## src/rtl/immgen_pkg.sv

```systemverilog
// Immediate-format encodings and the single combinational immediate decoder.
// imm_decode returns {err, imm[63:0]}; callers keep the low XLEN bits.
package immgen_pkg;

   localparam logic [3:0] IMMSRC_I     = 4'd0;
   localparam logic [3:0] IMMSRC_S     = 4'd1;
   localparam logic [3:0] IMMSRC_B     = 4'd2;
   localparam logic [3:0] IMMSRC_J     = 4'd3;
   localparam logic [3:0] IMMSRC_U     = 4'd4;
   localparam logic [3:0] IMMSRC_Z     = 4'd5;
   localparam logic [3:0] IMMSRC_SHAMT = 4'd6;
   localparam logic [3:0] IMMSRC_CI    = 4'd7;
   localparam logic [3:0] IMMSRC_CJ    = 4'd8;
   localparam logic [3:0] IMMSRC_CB    = 4'd9;

   function automatic logic [64:0] imm_decode(input logic [31:0] instr,
                                              input logic [3:0]  immsrc,
                                              input logic        xlen64,
                                              input logic        rvc);
      logic [63:0] imm;
      logic        err;
      imm = '0;
      err = 1'b0;
      case (immsrc)
         IMMSRC_I:     imm = {{52{instr[31]}}, instr[31:20]};
         IMMSRC_S:     imm = {{52{instr[31]}}, instr[31:25], instr[11:7]};
         IMMSRC_B:     imm = {{51{instr[31]}}, instr[31], instr[7], instr[30:25],
                              instr[11:8], 1'b0};
         IMMSRC_J:     imm = {{43{instr[31]}}, instr[31], instr[19:12], instr[20],
                              instr[30:21], 1'b0};
         IMMSRC_U:     imm = {{32{instr[31]}}, instr[31:12], 12'b0};
         IMMSRC_Z:     imm = {59'b0, instr[19:15]};
         IMMSRC_SHAMT: imm = xlen64 ? {58'b0, instr[25:20]} : {59'b0, instr[24:20]};
         IMMSRC_CI: begin
            if (rvc) imm = {{58{instr[12]}}, instr[12], instr[6:2]};
            else     err = 1'b1;
         end
         IMMSRC_CJ: begin
            if (rvc) imm = {{52{instr[12]}}, instr[12], instr[8], instr[10:9], instr[6],
                            instr[7], instr[2], instr[11], instr[5:3], 1'b0};
            else     err = 1'b1;
         end
         IMMSRC_CB: begin
            if (rvc) imm = {{55{instr[12]}}, instr[12], instr[6:5], instr[2],
                            instr[11:10], instr[4:3], 1'b0};
            else     err = 1'b1;
         end
         default:      err = 1'b1;
      endcase
      return {err, imm};
   endfunction

endpackage

```

## src/rtl/immgen_pipe_skid_buf.sv

```systemverilog
// Generic two-entry valid/ready buffer: output register plus one skid entry.
// in_ready is a register (skid empty), so out_ready never reaches in_ready combinationally.
module skid_buf #(
   parameter int unsigned W = 8
) (
   input  logic         clk,
   input  logic         resetn,
   input  logic         in_valid,
   output logic         in_ready,
   input  logic [W-1:0] in_data,
   output logic         out_valid,
   input  logic         out_ready,
   output logic [W-1:0] out_data
);

   logic         out_valid_q;
   logic [W-1:0] out_data_q;
   logic         skid_valid_q;
   logic [W-1:0] skid_data_q;
   logic         accept;

   assign accept = in_valid && !skid_valid_q;

   always_ff @(posedge clk or negedge resetn) begin
      if (!resetn) begin
         out_valid_q  <= 1'b0;
         out_data_q   <= '0;
         skid_valid_q <= 1'b0;
         skid_data_q  <= '0;
      end else if (!out_valid_q || out_ready) begin
         // Output slot free this cycle: the skid entry has priority to keep order.
         if (skid_valid_q) begin
            out_data_q   <= skid_data_q;
            out_valid_q  <= 1'b1;
            skid_valid_q <= 1'b0;
         end else if (accept) begin
            out_data_q  <= in_data;
            out_valid_q <= 1'b1;
         end else begin
            out_valid_q <= 1'b0;
         end
      end else if (accept) begin
         skid_data_q  <= in_data;
         skid_valid_q <= 1'b1;
      end
   end

   assign in_ready  = !skid_valid_q;
   assign out_valid = out_valid_q;
   assign out_data  = out_data_q;

endmodule

```

## src/rtl/immgen_pipe.sv

```systemverilog
// Pipelined immediate generator: decode on acceptance, register {err, tag, imm}
// through a skid buffer so results appear one cycle after the accepting edge.
module immgen_pipe
   import immgen_pkg::*;
#(
   parameter int unsigned XLEN  = 32,
   parameter int unsigned RVC   = 0,
   parameter int unsigned TAG_W = 5
) (
   input  logic             clk,
   input  logic             resetn,
   input  logic             in_valid,
   output logic             in_ready,
   input  logic [31:0]      in_instr,
   input  logic [3:0]       in_immsrc,
   input  logic [TAG_W-1:0] in_tag,
   output logic             out_valid,
   input  logic             out_ready,
   output logic [XLEN-1:0]  out_imm,
   output logic [TAG_W-1:0] out_tag,
   output logic             out_err
);

   localparam int unsigned W = 1 + TAG_W + XLEN;

   logic [64:0]  decoded;
   logic [W-1:0] in_data;
   logic [W-1:0] out_data;
   logic         unused_dec;

   assign decoded    = imm_decode(in_instr, in_immsrc, XLEN == 64, RVC != 0);
   assign in_data    = {decoded[64], in_tag, decoded[XLEN-1:0]};
   // Upper decode bits are dropped when XLEN is 32.
   assign unused_dec = ^decoded;

   skid_buf #(
      .W(W)
   ) u_skid (
      .clk       (clk),
      .resetn    (resetn),
      .in_valid  (in_valid),
      .in_ready  (in_ready),
      .in_data   (in_data),
      .out_valid (out_valid),
      .out_ready (out_ready),
      .out_data  (out_data)
   );

   assign {out_err, out_tag, out_imm} = out_data;

endmodule

```

## config.mk

```make
export PLATFORM = sky130hd
export DESIGN_NAME = immgen_pipe
export DESIGN_NICKNAME = d
export VERILOG_FILES = /design/src/rtl/immgen_pkg.sv /design/src/rtl/immgen_pipe_skid_buf.sv /design/src/rtl/immgen_pipe.sv
export SDC_FILE = /design/constraint.sdc
export NUM_CORES = 1
export LEC_CHECK = 0
export CAP_MARGIN = 5
export CORE_UTILIZATION = 25
export DETAILED_ROUTE_END_ITERATION = 6
export GPL_TIMING_DRIVEN = 0
export HOLD_SLACK_MARGIN = 0.08
export PLACE_DENSITY_LB_ADDON = 0.2
export SLEW_MARGIN = 20
export SYNTH_ARGS = -nofsm -noshare
export SYNTH_HDL_FRONTEND = slang
export SYNTH_HIERARCHICAL = 1
export SYNTH_SLANG_ARGS = --single-unit
```

## constraint.sdc

```tcl
create_clock -name clk -period 2.6 [get_ports clk]
set_clock_uncertainty 0.2 [all_clocks]
set_input_delay 0.52 -clock clk [delete_from_list [all_inputs] [get_ports clk]]
set_output_delay 0.52 -clock clk [all_outputs]
set_load 0.01 [all_outputs]
```

==> results of run 1 <==
-- repair_timing --
action                                 CTS  global route
buffers inserted                         0             0
hold buffers                             1             0
endpoints found under the hold margin   29             0
-- power groups by stage --
stage          Clock (W)  Sequential, W  Combinational, W
2_1_floorplan          0        0.00155          0.000407
3_3_place_gp           0        0.00152          0.000827
3_5_place_dp           0        0.00153          0.000838
4_1_cts          0.00135        0.00151          0.000843
5_1_grt          0.00141        0.00154          0.000894
6_report         0.00130        0.00151          0.000824
-- layout by cell type, fill, tap and decap left out, types with 2 or more instances in the layout --
master / n
mux2_2: 75
a21o_1: 19
a31o_2: 5
nor2_1: 4
mux2_1: 20
o22ai_1: 5
inv_1: 2
clkbuf_8: 2
mux2i_1: 5
mux2_4: 20
clkbuf_16: 9
buf_4: 2
and2_1: 7
buf_2: 12
nand2_1: 3
clkdlybuf4s50_1: 75
dfrtp_1: 78
clkbuf_1: 3
or4bb_1: 4
buf_6: 7
-- metal layers --
layer  routed length, um  track usage
met5                   0            0
met4                 108      0.03737
met3                 737      0.05322
met2                4477       0.1981
met1                4525       0.1716
-- through the flow --
step	power (W)	hold WS [ns]	area [um2]	setup TNS, ns
after floorplan	0.001959	0.02441	3996	0
after global placement	0.002347	0.2611	5021	-172.05
after detailed placement	0.002366	0.2698	5046	-2.727
after CTS	0.003700	0.2825	5359	0
after global routing	0.003840	0.3042	5359	0
final	0.003628	0.2790	5359	0
-- registers in the layout, indices dropped and copies added (netlist names) --
register / cells
u_skid/out_data: 38
u_skid/out_valid: 1
u_skid/skid_data_q: 38
u_skid/skid_valid_q: 1
-- critical path, cell delays in order --
cell and delay, ns:
clkdlybuf4s50_1 0.48, buf_2 0.22, nor2_1 0.16, a31o_2 0.35, a21o_1 0.21, mux2_2 0.26
mux2_4 0.26
-- worst min-delay path by stage --
stage,startpoint,slack [ns],cells after the start,end
after floorplan,resetn,0.02,0,u_skid/out_data[0]
after global placement,u_skid/skid_data_q[30],0.26,1,u_skid/skid_data_q[30]
after detailed placement,u_skid/skid_data_q[32],0.27,1,u_skid/skid_data_q[32]
after CTS,u_skid/skid_data_q[32],0.28,1,u_skid/skid_data_q[32]
after global routing,u_skid/skid_data_q[22],0.30,1,u_skid/skid_data_q[22]
final,u_skid/skid_data_q[32],0.28,1,u_skid/skid_data_q[32]
-- cells by family after synthesis --
family                 count (synthesis)  synth area share
AO/OA/AOI/OAI                         33           0.06137
AND/OR/NAND/NOR                       28           0.05322
multiplexers                         120            0.3554
buffers and inverters                 23           0.03945
XOR/XNOR                               1          0.002192
flip-flops                            78            0.4884
-- synthesized netlist by cell type --
cell type   n  area, um2
mux2_2     75      844.6
xor2_1      1      8.760
nor3b_2     1      12.51
o21ai_0     1      5.000
or4b_1      1      10.01
a31o_2      5      43.79
mux2_4     20      300.3
dfrtp_1    78       1952
buf_2      12      60.06
a21o_1     19      142.6
nor4b_2     1      15.01
nor3b_1     1      7.510
nand3b_1    1      7.510
and3_1      1      6.260
o22ai_1     5      31.28
nand2b_4    1      13.76
or4bb_1     4      45.04
o21a_1      1      7.510
buf_4       1      7.510
nor2_1      4      15.01
and2_1      7      43.79
mux2i_1     5      50.05
inv_1       2      7.510
clkbuf_1    1      3.750
buf_6       7      78.83
nand2_1     3      11.26
mux2_1     20      225.2
a31oi_1     1      6.260
nand4b_1    1      8.760
or3b_4      1      11.26
nand3_1     1      5.000
a2111oi_0   1      8.760
-- area by class of cell --
cell class | count | area [um2]
fill | 1542 | 10070
sequential | 78 | 1952
multi-input combinational | 182 | 1887
timing repair buffer | 78 | 795.8
tap | 211 | 264.0
clock buffer | 13 | 260.3
buffer | 21 | 150.1
clock inverter | 3 | 42.54
inverter | 2 | 7.507
==> run summary, run 1 <==
=====================================================================================
Pint ...................................................................   0.002712 W
Count of TritonRoute iterations in the first routing pass ..............            4
Type of the setup path with the least slack ............................       in2reg
Vias in the first global route .........................................         2872
Setup repair after global routing missed its margin ....................           no
I/O Buffers ............................................................           76
Sequential cell area fraction in the yosys report ......................       0.4884
Vertical extent of the die .............................................     128.4 um
Total power density per cell area ...................................... 677.0 nW/um2
GPL Wtd Cong ...........................................................       0.7861
Count of different cell masters after synthesis ........................           32
Insertion delay of the later-clocked pin in the worst-skew pair ........      0.34 ns
Syn Nets ...............................................................          328
Maximum clock rate .....................................................   0.4096 GHz
Status ................................................................. finished, final reports clean
Post-placement cell count ..............................................          571
Routed vias/inst .......................................................        4.410
Setup slack at placement ...............................................   -0.2255 ns
Net switching power ....................................................  0.0009161 W
Arrival time of data at the critical path endpoint .....................      2.46 ns
Post-synth design cell area ............................................     3996 um2
Number of placement rows ...............................................           45
Max-capacitance violation count ........................................            0
Total via count in the routed design ...................................         2593
Part of the cycle the worst path needs .................................       0.9390
Critical Path End ...................................................... u_skid/out_data[16]
Class of the most critical hold timing path ............................      reg2reg
Total global routing track utilization .................................       0.1310
Startpoint of the most critical register-to-register path .............. u_skid/skid_valid_q
Reg-to-reg critical path endpoint ...................................... u_skid/skid_data_q[18]
Highest fanout seen on the critical path ...............................           10
Clock tree from TritonCTS ..............................................        built
Drc violations .........................................................            0
Largest net degree at the start of global routing ......................           50
Initial core utilization ...............................................       0.2590
Number of nets in the finished design ..................................          417
Total grt overflow .....................................................            0
Min Clock Period, post-route ...........................................     2.441 ns
CP Launch Type .........................................................   input port
Final setup slack of the worst path ....................................    0.1587 ns
DRT antenna net count ..................................................            0
Worst Path Required ....................................................      2.62 ns
Seq pwr share ..........................................................        0.415
Worst r2r path cells ...................................................            5
Instance count of the mapped netlist ...................................          283
Static Leak ............................................................     2.528 nW
Final-report setup violation count .....................................            0
Final non-filler cell total ............................................          588
DIE AREA ...............................................................    16500 um2
Die Span X .............................................................     128.4 um
Switching Fraction .....................................................       0.2525
Violation count after the first detailed-route iteration ...............          111
Clk pwr share ..........................................................        0.358
Core occupancy in the finished layout ..................................       0.3474
Wire length of the first global-routing pass ...........................     16.08 mm
Number of warnings reported in the yosys synthesis log .................            6
Maximum clock insertion buffer count ...................................            2
Share of total power in combinational logic ............................        0.227
Max-slew violations ....................................................            0
Hold Violations, Final .................................................            0
Worst supply voltage drop on vdd .......................................    0.4537 mV
Initial antenna violation count ........................................            0
Worst slew margin ......................................................       0.5811
Clock buffers created by TritonCTS .....................................            9
Syn Area/Cell ..........................................................    14.12 um2
Transition time at the pin with the least slew margin ..................    0.6125 ns
Share of post-route cells with drive strength above 1 ..................       0.3714
Startpoint of the most critical setup path ............................. in_immsrc[3]
DP Wirelength ..........................................................     6.957 mm
Clock-pin slew of the registers on the worst-case setup and hold paths .      0.06 ns
Number of diodes .......................................................            0
CORE AREA ..............................................................    15430 um2
Cell at the root of the clock tree .....................................    clkbuf_16
Total clock sinks ......................................................           78
Kind of capture point of the worst setup path ..........................         flop
Worst reg2reg setup slack ..............................................      0.85 ns
Average wire length per cell after detail routing ......................     16.75 um
Flops & latches, synth .................................................           78
Area growth from synthesis to layout ...................................       34.10%
# resized after CTS ....................................................            0
Num ports ..............................................................           85
H-Tree Level Count .....................................................            3
Total wirelength of the detailed-routed design .........................     9.848 mm
=====================================================================================
(Power assumes the default switching activity.)
==> inputs of run 2 (changes only) <==
Clock period 2.6 ns to 2.05 ns, I/O delays scaled along.
==> run 2 against run 1 <==
Die area did not move. Combinational power grew 29%. Routed wire length up 2.2%. Largest power group unchanged. Largest cell class unchanged. Sequential power rose by 26%. Power up 27%. Highest routed layer unchanged. Clock power up 25%. Sequential cell count unchanged. Cell area increased by 0.93%.
==> run summary, run 2 (synthesis results as in run 1) <==
=====================================================================================
Insertion delay of the later-clocked pin in the worst-skew pair ........      0.35 ns   about the same
CP Launch Type .........................................................   input port
Maximum clock insertion buffer count ...................................            2   unchanged
Type of the setup path with the least slack ............................       in2reg
Fill cell count ........................................................         1544   +0.13%
Max-slew violations ....................................................            0   unchanged
Initial core utilization ...............................................       0.2590   unchanged
Cell area after placement ..............................................     5049 um2   about the same
Vertical extent of the die .............................................     128.4 um   unchanged
Violation count after the first detailed-route iteration ...............           94   -15%
Reg-to-reg critical path endpoint ...................................... u_skid/out_data[17]
Final non-filler cell total ............................................          590   +0.34%
Largest net degree at the start of global routing ......................           51   +2.0%
Number of nets in the finished design ..................................          419   +0.48%
CORE AREA ..............................................................    15430 um2   unchanged
Number of instances on the worst hold path .............................            1   unchanged
Status ................................................................. finished, final reports clean
Startpoint of the most critical register-to-register path .............. u_skid/skid_valid_q
Clock-pin slew of the registers on the worst-case setup and hold paths .      0.06 ns   about the same
Worst r2r path cells ...................................................            4   -1
Class of the most critical hold timing path ............................      reg2reg
Hold Violations, Final .................................................            0   unchanged
Routed vias/inst .......................................................        4.364   -1.0%
Cell at the root of the clock tree .....................................    clkbuf_16
Wire length of the first global-routing pass ...........................     15.79 mm   -1.8%
Highest fanout seen on the critical path ...............................           10   unchanged
Kind of capture point of the worst setup path ..........................         flop
Vias in the first global route .........................................         2801   -2.5%
Clock tree from TritonCTS ..............................................        built
Maximum clock rate .....................................................   0.5027 GHz
Overall power consumption ..............................................   0.004599 W   +27%
Count of TritonRoute iterations in the first routing pass ..............            4   unchanged
Min Clock Period, post-route ...........................................     1.989 ns
Num ports ..............................................................           85   unchanged
H-Tree Level Count .....................................................            3   unchanged
Total via count in the routed design ...................................         2575   -0.69%
Worst supply voltage drop on vdd .......................................    0.4666 mV   +2.8%
Worst slew margin ......................................................       0.7229   +0.1418
Average wire length per cell after detail routing ......................     17.05 um   +1.8%
Clock buffers created by TritonCTS .....................................            9   unchanged
Setup repair after global routing missed its margin ....................           no
Arrival time of data at the critical path endpoint .....................      2.02 ns   -0.44 ns
Total global routing track utilization .................................       0.1299   -0.001174
Total wirelength of the detailed-routed design .........................     10.06 mm   +2.2%
Area of all placed cells without fillers ...............................     5409 um2   +0.93%
I/O Buffers ............................................................           76   unchanged
Post-placement cell count ..............................................          571   unchanged
Final-report setup violation count .....................................            0   unchanged
GPL Wtd Cong ...........................................................       0.7966   +1.3%
Total grt overflow .....................................................            0   unchanged
Static Leak ............................................................     2.552 nW   +0.96%
DIE AREA ...............................................................    16500 um2   unchanged
Max-capacitance violation count ........................................            0   unchanged
Number of diodes .......................................................            0   unchanged
Commonest cells after routing, fill and taps aside ..................... dfrtp_1, mux2_2, clkdlybuf4s50_1
Initial antenna violation count ........................................            0   unchanged
Worst reg2reg setup slack ..............................................      0.19 ns   -0.66 ns
Number of placement rows ...............................................           45   unchanged
Transition time at the pin with the least slew margin ..................    0.4156 ns   -0.1969 ns
Drc violations .........................................................            0   unchanged
DP Wirelength ..........................................................     6.917 mm   -0.57%
Worst Path Required ....................................................      2.08 ns   -0.54 ns
Beginning of the worst hold path ....................................... u_skid/skid_data_q[28]
DRT antenna net count ..................................................            0   unchanged
Part of the cycle the worst path needs .................................       0.9703
Area growth from synthesis to layout ...................................       35.35%
Total clock sinks ......................................................           78   unchanged
Share of post-route cells with drive strength above 1 ..................       0.3958   +0.02443
Most common library cell in the layout ignoring fill and taps ..........      dfrtp_1
Terminating pin of the worst hold path ................................. u_skid/skid_data_q[28]
Core occupancy in the finished layout ..................................       0.3506   +0.003244
Die Span X .............................................................     128.4 um   unchanged
Total power density per cell area ...................................... 850.3 nW/um2   +26%
=====================================================================================
## run 2: stage by stage
stage	worst slack [ns]	setup TNS [ns]	hold slack (ns)
floorplan	0.002580	0	-0.08559
global placement	-2.647	-233.23	0.2614
detailed placement	-0.6975	-27.26	0.1790
CTS	0.01118	0	0.2835
global route	0.002495	0	0.3023
finish	0.06079	0	0.2793
## run 2: worst max-delay path by stage
stage / start / end / slack, ns
2_1_floorplan: in_immsrc[2] / u_skid/out_data[0] / 0.003
3_3_place_gp: resetn / u_skid/out_data[18] / -2.65
3_5_place_dp: in_immsrc[3] / u_skid/out_data[17] / -0.70
4_1_cts: in_immsrc[1] / u_skid/out_data[3] / 0.01
5_1_grt: in_immsrc[0] / u_skid/out_data[15] / 0.002
6_report: in_immsrc[0] / u_skid/out_data[17] / 0.06
## run 2: area by class of cell
cell class / instances / area [um2] / share of cell area
inverters: 2 / 7.507 / 0.001388
clock inverters: 7 / 73.82 / 0.01365
plain buffers: 20 / 157.7 / 0.02915
repair buffers: 81 / 812.0 / 0.1501
flip-flops and latches: 78 / 1952 / 0.3609
clock buffers: 9 / 225.2 / 0.04164
multi-input cells: 182 / 1917 / 0.3544
well taps: 211 / 264.0 / 0.04881
## run 2: critical path: stages
cell and delay [ns]:
dlygate4sd2_1 0.34, buf_6 0.18, nand2_1 0.07, and2_1 0.15
buf_2 0.17, a21o_1 0.18, mux2_2 0.27, mux2_4 0.26
## run 2: power breakdown
group          internal, W  total, W  switching [W]
registers          0.00178   0.00191       0.000120
logic             0.000649   0.00106       0.000412
clock network     0.000945   0.00163       0.000688
## run 2: what timing repair did
action | CTS | global route
buffers inserted | 3 | 0
pin swaps | 1 | 0
resized for setup | 10 | 8
endpoints found under the setup margin | 33 | 19
endpoints found under the hold margin | 28 | 0
hold buffers | 1 | 0
## run 2: per-layer routing
| metal | wire length (um) | vias up | GRT usage |
|---|---|---|---|
| met4 | 149 | 0 | 0.04775 |
| li1 | - | 1213 | - |
| met3 | 657 | 13 | 0.04906 |
| met2 | 4396 | 63 | 0.1927 |
| met1 | 4858 | 1286 | 0.1713 |
| met5 | 0 | - | 0 |
